`config.mk`:
```
export PLATFORM = sky130hd
export DESIGN_NAME = signed_mac_acc
export DESIGN_NICKNAME = d
export VERILOG_FILES = /design/src/rtl/signed_mac_acc.sv
export SDC_FILE = /design/constraint.sdc
export NUM_CORES = 1
export LEC_CHECK = 0
export BUFFER_PORTS_ARGS = -buffer_cell sky130_fd_sc_hd__buf_2
export CORE_ASPECT_RATIO = 2
export CORE_MARGIN = 2
export CORE_UTILIZATION = 40
export CTS_CLUSTER_SIZE = 28
export DETAILED_ROUTE_END_ITERATION = 8
export GPL_TIMING_DRIVEN = 0
export HOLD_SLACK_MARGIN = 0.05
export SYNTH_ARGS = -nofsm -noshare
export SYNTH_HDL_FRONTEND = slang
export SYNTH_SLANG_ARGS = --single-unit
```
`constraint.sdc`:
```
create_clock -name clk -period 4.4 [get_ports clk]
set_clock_uncertainty 0.05 [all_clocks]
set_input_delay 0.66 -clock clk [delete_from_list [all_inputs] [get_ports clk]]
set_output_delay 0.66 -clock clk [all_outputs]
set_load 0.02 [all_outputs]
```
`src/rtl/signed_mac_acc.sv`:
```
// Signed dot-product accumulator behind the integer multiplier: sums LEN products per
// result, folds the multiplier's negative-zero code to 0, and wraps or saturates on overflow.
module signed_mac_acc #(
    parameter int WIDTH     = 8,
    parameter int LEN       = 16,
    parameter int ACC_WIDTH = 20,
    parameter int SAT       = 0
) (
    input  logic                   clk,
    input  logic                   rst,
    input  logic                   clear,
    input  logic [2*WIDTH-1:0]     prod,
    input  logic                   prod_valid,
    output logic                   prod_ready,
    output logic [ACC_WIDTH-1:0]   acc_out,
    output logic                   acc_ovf,
    output logic                   out_valid,
    input  logic                   out_ready
);

    localparam int PW = 2 * WIDTH;
    localparam int CW = (LEN > 1) ? $clog2(LEN) : 1;
    localparam logic [CW-1:0]        CNT_LAST = CW'(LEN - 1);
    localparam logic [PW-1:0]        NEG_ZERO = {1'b1, {(PW-1){1'b0}}};
    localparam logic [ACC_WIDTH-1:0] ACC_MAX  = {1'b0, {(ACC_WIDTH-1){1'b1}}};
    localparam logic [ACC_WIDTH-1:0] ACC_MIN  = {1'b1, {(ACC_WIDTH-1){1'b0}}};

    typedef enum logic {ACCUM, HOLD} state_t;

    state_t               state;
    logic [ACC_WIDTH-1:0] acc;
    logic [CW-1:0]        cnt;
    logic                 ovf_run;

    logic                 accept;
    logic                 last;
    logic [PW-1:0]        prod_norm;
    logic [ACC_WIDTH:0]   sum;
    logic                 add_ovf;
    logic [ACC_WIDTH-1:0] sum_fit;

    assign prod_ready = ~out_valid | out_ready;
    assign accept     = prod_valid & prod_ready;
    assign last       = (cnt == CNT_LAST);
    assign prod_norm  = (prod == NEG_ZERO) ? '0 : prod;

    // One guard bit above the accumulator exposes signed overflow as a sign-bit disagreement.
    assign sum     = {acc[ACC_WIDTH-1], acc}
                   + {{(ACC_WIDTH+1-PW){prod_norm[PW-1]}}, prod_norm};
    assign add_ovf = sum[ACC_WIDTH] ^ sum[ACC_WIDTH-1];

    always_comb begin
        sum_fit = sum[ACC_WIDTH-1:0];
        if (SAT != 0 && add_ovf) begin
            sum_fit = sum[ACC_WIDTH] ? ACC_MIN : ACC_MAX;
        end
    end

    always_ff @(posedge clk) begin
        if (rst) begin
            state     <= ACCUM;
            out_valid <= 1'b0;
            acc_out   <= '0;
            acc_ovf   <= 1'b0;
            acc       <= '0;
            cnt       <= '0;
            ovf_run   <= 1'b0;
        end else begin
            if (out_valid && out_ready) begin
                state     <= ACCUM;
                out_valid <= 1'b0;
            end
            // A completing accept below overrides the handshake release, keeping LEN=1 gapless.
            if (clear) begin
                acc     <= '0;
                cnt     <= '0;
                ovf_run <= 1'b0;
            end else if (accept) begin
                if (last) begin
                    acc_out   <= sum_fit;
                    acc_ovf   <= ovf_run | add_ovf;
                    acc       <= '0;
                    cnt       <= '0;
                    ovf_run   <= 1'b0;
                    state     <= HOLD;
                    out_valid <= 1'b1;
                end else begin
                    acc     <= sum_fit;
                    cnt     <= cnt + CW'(1);
                    ovf_run <= ovf_run | add_ovf;
                end
            end
        end
    end

endmodule

```
==> results of run 1 <==
[power groups by stage]
stage / Sequential [mW] / Combinational (mW) / Clock [mW]
finish: 0.442 / 0.176 / 0.358
global route: 0.442 / 0.198 / 0.383
CTS: 0.442 / 0.178 / 0.367
detailed placement: 0.451 / 0.177 / 0
global placement: 0.451 / 0.174 / 0
floorplan: 0.448 / 0.122 / 0
[logic make-up (layout without fill, tap and decap cells)]
family	after synthesis	after routing	share of synthesized area
adder cells (fa/ha/maj)	22	22	0.105
AND/OR/NAND/NOR	120	120	0.202
multiplexers	1	1	0.00370
AO/OA/AOI/OAI	91	91	0.231
XOR/XNOR	21	21	0.0680
flip-flops	47	47	0.348
buffers and inverters	30	81	0.0430
[cell usage in the layout, fill, tap and decap left out, types with 9 or more instances in the layout]
master,count
clkbuf_1,26
ha_1,21
xor2_1,12
o21ai_0,12
a22oi_1,13
dfxtp_1,47
nor2_1,34
buf_2,46
nand2_1,49
a21oi_1,32
xnor2_1,9
[Yosys cell counts, types with 4 or more instances]
master    number
a22oi_1       13
a21oi_1       32
xnor2_1        9
nand2_1       49
clkbuf_1      24
nor2_1        34
nor4_1         4
and2_1         4
xor2_1        12
dfxtp_1       47
nand3_1        5
ha_1          21
o21ai_0       12
o21a_1         4
nand4_1        4
[cell type report]
| class | count | area (um^2) |
|---|---|---|
| fillers | 679 | 3400 |
| multi-input cells | 255 | 1650 |
| flip-flops and latches | 47 | 941 |
| repair buffers | 43 | 215 |
| clock buffers | 7 | 133 |
| well taps | 88 | 110 |
| plain buffers | 27 | 105 |
| inverters | 3 | 11.3 |
| clock inverters | 1 | 5.00 |
[critical path, stage by stage]
cell	delay [ns]
buf_2	0.10
nor4_1	0.41
a41oi_1	0.35
ha_1	0.43
and2_1	0.24
and3_1	0.21
a221oi_1	0.35
o21ai_2	0.13
xor2_1	0.33
a211oi_1	0.12
[through the flow]
step                hold WS [ns]  setup WS (ns)   util  instances
floorplan                  0.382           1.55      -        332
global route               0.425          0.931  0.482        471
global placement           0.393          0.847  0.461        463
finish                     0.402           1.15  0.482        471
detailed placement         0.397          0.820  0.461        463
CTS                        0.406           1.11  0.482        471
[metal layers]
layer  routed length, um  up-vias  track usage
met5                   0        -            0
met4                 242        0       0.0833
met3                 167       15       0.0288
met2                4340       50        0.415
met1                2710     1172        0.210
li1                    -     1268            -
[registers in the layout, summed over array words and instances, names as in the netlist]
name and count:
cnt 4, acc 20, ovf_run 1, out_valid 1, acc_out 20, acc_ovf 1
[path summary, 6_finish.rpt]
kind / slack, ns / endpoint
max: 1.15 / acc_ovf
min: 0.40 / acc_out[3]
max reg2reg: 1.70 / acc_ovf
min reg2reg: 0.40 / acc_out[3]
==> results.yml, run 1 <==
pwr:
  clockPowerShare: 0.367
  intPower_mw: 0.710
  power_mw: 0.976
  vdd_drop_max_uv: 188
  p_switching_mw: 0.267
  p_leak_nw: 1.34
  pwr_density_cell_nw_per_um2: 308
  p_seq_frac: 0.453
  swShare: 0.273
  power_frac_comb: 0.180
global_route:
  track_usage: 0.208
  grt_max_degree: 14
  grt_overflow: 0
  grt_pass1_vias: 2498
  antenna_found_initial: 0
  grt_pass1_wl_mm: 12.1
clocking:
  postCtsSetupBuffers: 0
  cts.sinks: 47
  cts_tree: "done"
  path_clk_slew_ns: 0.06
  cts-root-buf: "clkbuf_16"
  numCtsBuffers: 5
  cts_hold_buffers: 0
  htree_levels: 2
  worst_skew_pair.late_latency_ns: 0.28
  clockBufferDepth: 2
  cts_resized: 0
worst_setup_path:
  critPathArrivalTime_ns: 3.35
  cp-end-kind: "flop"
  start_kind: "input pin"
  crit_start: "prod[5]"
  path_class: "in2reg"
  r2r_start: "acc[0]"
  reg2reg_depth: 9
  required_ns: 4.50
  critPathMaxFanout: 5
synthesis:
  ys_warn_count: 0
  avgSynthCellArea_um2: 8.15
  yosysSeqAreaShare: 0.348
  synth_edf_count: 0
  syn_inst: 332
  ys_top_cells_by_area: "dfxtp_1, ha_1, nand2_1, a21oi_1, nor2_1"
  synth_top_flop_cell: "dfxtp_1"
  yosysUniqueCellTypes: 53
  syn_nets: 375
  synth_area_um2: 2710
  synth_top_area_cell: "dfxtp_1"
  ys_ff_latch: 47
  synth_top_area_frac: 0.348
  synthArstFlopShare: 0
timing:
  period_share: 0.738
  period_minus_slack_ns: 3.25
  slew_viol_final: 0
  slew_headroom: 0.537
  finalSetupViolCount: 0
  rsz0062_at_grt: "no"
  tightestPinTransition_ns: 0.692
  setup-tns-final_ns: 0
  hold_viol_final: 0
  fmax_mhz: 308
drt:
  wire_per_inst_um: 15.8
  antenna_left: 0
  dr.pass1.iters: 4
  via_count: 2505
  vias_per_cell: 5.32
  drc: 0
  wl_mm: 7.46
  initialDrtViolationCount: 102
floorplan:
  coreArea_um2: 6570
  die-area_um2: 7480
  num_rows: 42
  start_util: 0.412
  die_h_um: 120
  ios: 44
  die_w_um: 62.2
final_layout:
  diodes: 0
  drive_gt1_frac: 0.170
  stdcell_area_um2: 3170
  nNetsFinal: 425
  syn_to_final_growth_pct: 17.1
job:
  cap_violations: 0
placement:
  dpl.hpwl_mm: 6.12
  place_congestion: 0.896
  postPlaceCellArea_um2: 3030
  io_buffers: 43
min_path:
  hold_depth: 2
  min_from: "acc_out[3]"
  min_path_type: "reg2reg"
outcome:
  status: "completed"
Note: power is estimated with default switching activity, not from simulation.
==> run 2, diff against run 1 <==
--- a/config.mk
+++ b/config.mk
@@ -5,6 +5,7 @@
 export SDC_FILE = /design/constraint.sdc
 export NUM_CORES = 1
 export LEC_CHECK = 0
+export ABC_AREA = 1
 export BUFFER_PORTS_ARGS = -buffer_cell sky130_fd_sc_hd__buf_2
 export CORE_ASPECT_RATIO = 2
 export CORE_MARGIN = 2
==> constraint.sdc (replaced) <==
create_clock -name clk -period 3.3 [get_ports clk]
set_clock_uncertainty 0.05 [all_clocks]
set_input_delay 0.495 -clock clk [delete_from_list [all_inputs] [get_ports clk]]
set_output_delay 0.495 -clock clk [all_outputs]
set_load 0.02 [all_outputs]
==> run 2 against run 1 <==
- sequential power increased by 33%
- count of clock-buffer cells in the layout decreased by 1
- sequential share of layout area decreased by 4.7 points
- total power increased by 40%
- final area increased by 19%
- worst hold slack improved by 0.022 ns
- via count increased by 31%
- core utilization decreased by 0.76 points
- critical endpoint is now acc_out[17]
- largest power group unchanged
==> results.yml, run 2 <==
global_route:
  track_usage: 0.232
  grt_pass1_vias: 3141
  grt_pass1_wl_mm: 15.5
  antenna_found_initial: 0
  grt_max_degree: 15
  grt_overflow: 0
worst_setup_path:
  worstPathCellList: "buf_2 > nor4_2 > a41oi_1 > ha_1 > nand2_1 > nand2_1 > o21bai_1 > a21oi_1 > nand4_1 > nand2_1 > nand2_1 > nand2_1 > inv_1"
  reg2reg_depth: 12
  worstPathBufferInverterCount: 2
  required_ns: 3.45
  path_depth: 13
  cp_slowest_cell: "ha_1"
  start_kind: "input pin"
  r2r_slack_ns: 1.00
  crit_top_cell: "nand2_1"
  r2r_start: "acc[0]"
  crit_start: "prod[2]"
  crit_family: "simple AND/OR/NAND/NOR gates"
  critPathMaxFanout: 5
  critPathCapture: "acc_out[17]"
  cp-end-kind: "flop"
  critPathArrivalTime_ns: 3.29
  path_class: "in2reg"
  r2r_end: "acc_out[12]"
  slowest_delay_ns: 0.51
pwr:
  vdd_drop_max_uv: 404
  power_mw: 1.37
  p_leak_nw: 2.01
  pwr_density_cell_nw_per_um2: 363
min_path:
  min_path_type: "reg2reg"
placement:
  dpl.hpwl_mm: 7.90
  place_congestion: 0.959
  io_buffers: 42
final_layout:
  nFillCells: 864
  layout_common_cells: "nand2_1, inv_1, nor2_1"
  syn_to_final_growth_pct: 14.7
  seqCellArea_um2: 941
  reg_top3: "acc (20), acc_out (20), cnt (4)"
  drive_gt1_frac: 0.159
  final_common_cell: "nand2_1"
  nNetsFinal: 602
  diodes: 0
  multi_input_area_um2: 1950
  fin_util: 0.475
synthesis:
  synth_edf_count: 0
  synth_top_flop_cell: "dfxtp_1"
  synth.most_common_cell: "nand2_1"
  ys_ff_latch: 47
  avgSynthCellArea_um2: 6.44
  syn_inst: 510
  synth_area_um2: 3290
  synthArstFlopShare: 0
  ys_warn_count: 0
  ys_top_cells_by_area: "dfxtp_1, nand2_1, ha_1, inv_1, a21oi_1"
  yosysSeqAreaShare: 0.286
  synthTopCellsByCount: "nand2_1, inv_1, nor2_1"
  syn_nets: 553
  yosysUniqueCellTypes: 37
  synth_top_area_frac: 0.286
  synth_top_area_cell: "dfxtp_1"
timing:
  finalSetupViolCount: 0
  slew_viol_final: 0
  fmax_mhz: 318
  tightestPinTransition_ns: 0.649
  rsz0062_at_grt: "no"
  setup-tns-final_ns: 0
  slew_headroom: 0.562
  period_share: 0.953
  hold_viol_final: 0
  period_minus_slack_ns: 3.14
clocking:
  path_clk_slew_ns: 0.07
  htree_levels: 2
  cts_tree: "done"
  postCtsSetupBuffers: 0
  cts.sinks: 47
  cts-root-buf: "clkbuf_16"
  worst_skew_pair.late_latency_ns: 0.30
  cts_hold_buffers: 0
  clockBufferDepth: 2
  numCtsBuffers: 5
drt:
  via_count: 3292
  wl_mm: 9.79
  dr.pass1.iters: 5
  vias_per_cell: 5.02
  wire_per_inst_um: 14.9
  drc: 0
  antenna_left: 0
  initialDrtViolationCount: 219
floorplan:
  ios: 44
  die_h_um: 132
  num_rows: 46
  start_util: 0.414
  die_w_um: 68.1
  die-area_um2: 9000
  coreArea_um2: 7940
job:
  cap_violations: 0
outcome:
  status: "completed"
==> run 2: changes by cell type in the layout (fill, tap and decap cells not counted), moves of 5 or more <==
| cell | delta |
|---|---|
| xnor2_1 | -9 |
| inv_1 | +60 |
| clkbuf_1 | -7 |
| nand3_1 | +27 |
| nor2_1 | +18 |
| xor2_1 | -5 |
| nand2_1 | +95 |
| a22oi_1 | -11 |
| inv_2 | +8 |
| o21bai_1 | +5 |
| a21oi_1 | +10 |
| o21ai_1 | +5 |
| nand2_2 | +8 |
==> run 2: worst min-delay path by stage <==
| stage | start | to | slack [ns] | depth (start not counted) |
|---|---|---|---|---|
| floorplan | cnt[1] | cnt[1] | 0.40 | 2 |
| global placement | acc[2] | acc[2] | 0.41 | 2 |
| detailed placement | acc[16] | acc[16] | 0.41 | 2 |
| CTS | acc[16] | acc[16] | 0.42 | 2 |
| global route | acc[10] | acc[10] | 0.44 | 2 |
| finish | acc[17] | acc[17] | 0.42 | 2 |
==> run 2: where the power goes <==
part	leakage (nW)	internal, mW	total, mW	switching (mW)
Combinational	1.56	0.0894	0.265	0.176
Sequential	0.381	0.579	0.586	0.00677
Clock	0.0669	0.280	0.516	0.236
==> run 2: per-layer routing <==
metal	vias up	routed length [um]	GRT usage
li1	1709	-	-
met1	1474	3600	0.257
met2	91	5370	0.422
met3	18	445	0.0231
met4	0	378	0.100
met5	-	0	0
==> run 2: what timing repair did <==
action                     CTS  global route
pin swaps                    0             0
resized for setup            1             1
setup endpoints to repair    2             1
==> run 2: worst register-to-register path, cell delays in order, from the launching register on <==
cell and delay (ns):
dfxtp_1 0.32, ha_1 0.24, fa_1 0.46, nand2_1 0.09, nand3_1 0.08, o21ai_2 0.15
inv_1 0.10, a21oi_1 0.32, nand2_1 0.11, nand3_1 0.14, nand2_1 0.06, nand2_1 0.05
inv_1 0.03
==> run 2: per-stage QoR <==
| stage | cell area, um^2 | hold slack, ns | setup slack (ns) | std cells |
|---|---|---|---|---|
| floorplan | 3290 | 0.398 | 0.914 | 510 |
| global placement | 3620 | 0.407 | -0.629 | 648 |
| detailed placement | 3620 | 0.413 | -0.531 | 648 |
| CTS | 3760 | 0.424 | 0.0221 | 656 |
| global route | 3770 | 0.441 | 0.0844 | 656 |
| finish | 3770 | 0.423 | 0.157 | 656 |
==> run 2: final cells by class <==
class,instances,area share
timing repair buffer,42,0.0558
sequential,47,0.250
clock buffer,6,0.0342
clock inverter,2,0.00332
inverter,71,0.0707
multi-input combinational,365,0.517
buffer,27,0.0378
tap,96,0.0319
==> run 2: cell families (layout without fill, tap and decap cells) <==
logic type | count (synthesis) | count (layout) | share of synthesized area
AND/OR/NAND/NOR | 261 | 261 | 0.352
buffers and inverters | 98 | 148 | 0.124
flip-flops | 47 | 47 | 0.286
AO/OA/AOI/OAI | 75 | 75 | 0.132
XOR/XNOR | 7 | 7 | 0.0187
adder cells (fa/ha/maj) | 22 | 22 | 0.0860
==> run 3, diff against run 2 <==
--- a/config.mk
+++ b/config.mk
@@ -9,11 +9,11 @@
 export BUFFER_PORTS_ARGS = -buffer_cell sky130_fd_sc_hd__buf_2
 export CORE_ASPECT_RATIO = 2
 export CORE_MARGIN = 2
-export CORE_UTILIZATION = 40
+export CORE_UTILIZATION = 51
 export CTS_CLUSTER_SIZE = 28
 export DETAILED_ROUTE_END_ITERATION = 8
-export GPL_TIMING_DRIVEN = 0
 export HOLD_SLACK_MARGIN = 0.05
+export PLACE_DENSITY = 0.72
 export SYNTH_ARGS = -nofsm -noshare
 export SYNTH_HDL_FRONTEND = slang
 export SYNTH_SLANG_ARGS = --single-unit
==> run 3 against run 2 <==
- total power grew 6.2%
- first-iteration DRC count shrank 51%
- via count shrank 2.4%
- critical path depth grew 2
- global-route usage grew 3.5 points
- sequential cell count is the same
- maximum frequency grew 11%
- register-to-register slack gained 0.08 ns
- sequential power is essentially flat
- clock power grew 19%
- critical endpoint is now acc_ovf
==> results.yml, run 3 (synthesized netlist as in run 2, its figures left out) <==
global_route:
  grt_max_degree: 29
  antenna_found_initial: 0
  grt_pass1_vias: 2988
  grt_pass1_wl_mm: 14.1
  track_usage: 0.267
  grt_overflow: 0
job:
  cap_violations: 0
final_layout:
  layout_common_cells: "nand2_1, inv_1, nor2_1"
  diodes: 0
  nNetsFinal: 581
  fin_util: 0.590
  syn_to_final_growth_pct: 12.4
  final_common_cell: "nand2_1"
  reg_top3: "acc (20), acc_out (20), cnt (4)"
  drive_gt1_frac: 0.161
clocking:
  worst_skew_pair.late_latency_ns: 0.29
  postCtsSetupBuffers: 0
  cts.sinks: 47
  cts_hold_buffers: 0
  clockBufferDepth: 2
  cts_resized: 0
  htree_levels: 2
  cts-root-buf: "clkbuf_16"
  path_clk_slew_ns: 0.07
  cts_tree: "done"
  numCtsBuffers: 5
placement:
  dp_slack_ns: -0.0723
  place_congestion: 1.01
  dpl.hpwl_mm: 7.09
  io_buffers: 43
worst_setup_path:
  required_ns: 3.48
  critPathMaxFanout: 5
  critPathCapture: "acc_ovf"
  crit_start: "prod[2]"
  path_class: "in2reg"
  start_kind: "input pin"
  cp-end-kind: "flop"
  critPathArrivalTime_ns: 3.02
  r2r_start: "acc[0]"
  r2r_slack_ns: 1.08
  reg2reg_depth: 13
  r2r_end: "acc_ovf"
pwr:
  clockPowerShare: 0.422
  power_frac_comb: 0.174
  power_mw: 1.45
  swShare: 0.279
  pwr_density_cell_nw_per_um2: 393
  vdd_drop_max_uv: 304
  p_seq_frac: 0.404
  intPower_mw: 1.05
  p_switching_mw: 0.405
  p_leak_nw: 1.99
floorplan:
  coreArea_um2: 6260
  die-area_um2: 7140
  ios: 44
  num_rows: 41
  die_h_um: 118
  start_util: 0.525
  die_w_um: 60.8
outcome:
  status: "completed"
drt:
  initialDrtViolationCount: 107
  vias_per_cell: 5.14
  drc: 0
  antenna_left: 0
  via_count: 3213
  wl_mm: 8.93
  dr.pass1.iters: 4
  wire_per_inst_um: 14.3
timing:
  hold_viol_final: 0
  period_minus_slack_ns: 2.84
  setup_ws_ns: 0.457
  rsz0062_at_grt: "no"
  tightestPinTransition_ns: 0.787
  finalSetupViolCount: 0
  fmax_mhz: 352
  slew_headroom: 0.475
  period_share: 0.861
  slew_viol_final: 0
min_path:
  min_path_type: "reg2reg"
  hold_depth: 2
  min_from: "acc[6]"
-- run 3: through the flow --
| step | std cells | hold slack, ns | area (um^2) | setup TNS (ns) |
|---|---|---|---|---|
| after floorplan | 510 | 0.398 | 3290 | 0 |
| after global placement | 617 | 0.407 | 3500 | -0.113 |
| after detailed placement | 617 | 0.414 | 3500 | -0.161 |
| after CTS | 625 | 0.424 | 3680 | 0 |
| after global routing | 625 | 0.439 | 3690 | 0 |
| final | 625 | 0.419 | 3690 | 0 |
-- run 3: critical path, cell delays in order --
cell	delay, ns
buf_2	0.11
nor4_2	0.47
a41oi_1	0.40
ha_1	0.48
nand2_2	0.14
inv_1	0.06
nand2_1	0.08
nand2_1	0.08
a21oi_1	0.19
nand2_1	0.08
nor2_1	0.14
nand2_1	0.07
nand3_1	0.10
nor2_1	0.05
nor2_1	0.09
-- run 3: layout make-up --
cell class / instances / area [um^2]
tap: 86 / 108
multi-input combinational: 365 / 1950
inverter: 71 / 267
clock inverter: 2 / 38.8
timing repair buffer: 48 / 253
fill: 664 / 2560
clock buffer: 6 / 139
sequential: 47 / 941
-- run 3: power by group through the flow --
stage	combinational, mW	clock (mW)	sequential [mW]
6_report	0.253	0.612	0.586
5_1_grt	0.284	0.644	0.587
4_1_cts	0.252	0.625	0.586
3_5_place_dp	0.251	0	0.599
3_3_place_gp	0.248	0	0.599
2_1_floorplan	0.187	0	0.597
-- run 3: worst min path at each step --
stage,end,slack [ns]
finish,acc[6],0.42
floorplan,cnt[1],0.40
CTS,acc[8],0.42
global route,acc[12],0.44
detailed placement,acc[8],0.41
global placement,acc[6],0.41
-- run 3: layer usage --
metal | global-route usage | up-vias | wire, um
met5 | 0 | - | 0
met4 | 0.154 | 0 | 474
met3 | 0.0286 | 24 | 347
met2 | 0.476 | 88 | 4850
met1 | 0.280 | 1437 | 3270
li1 | - | 1664 | -
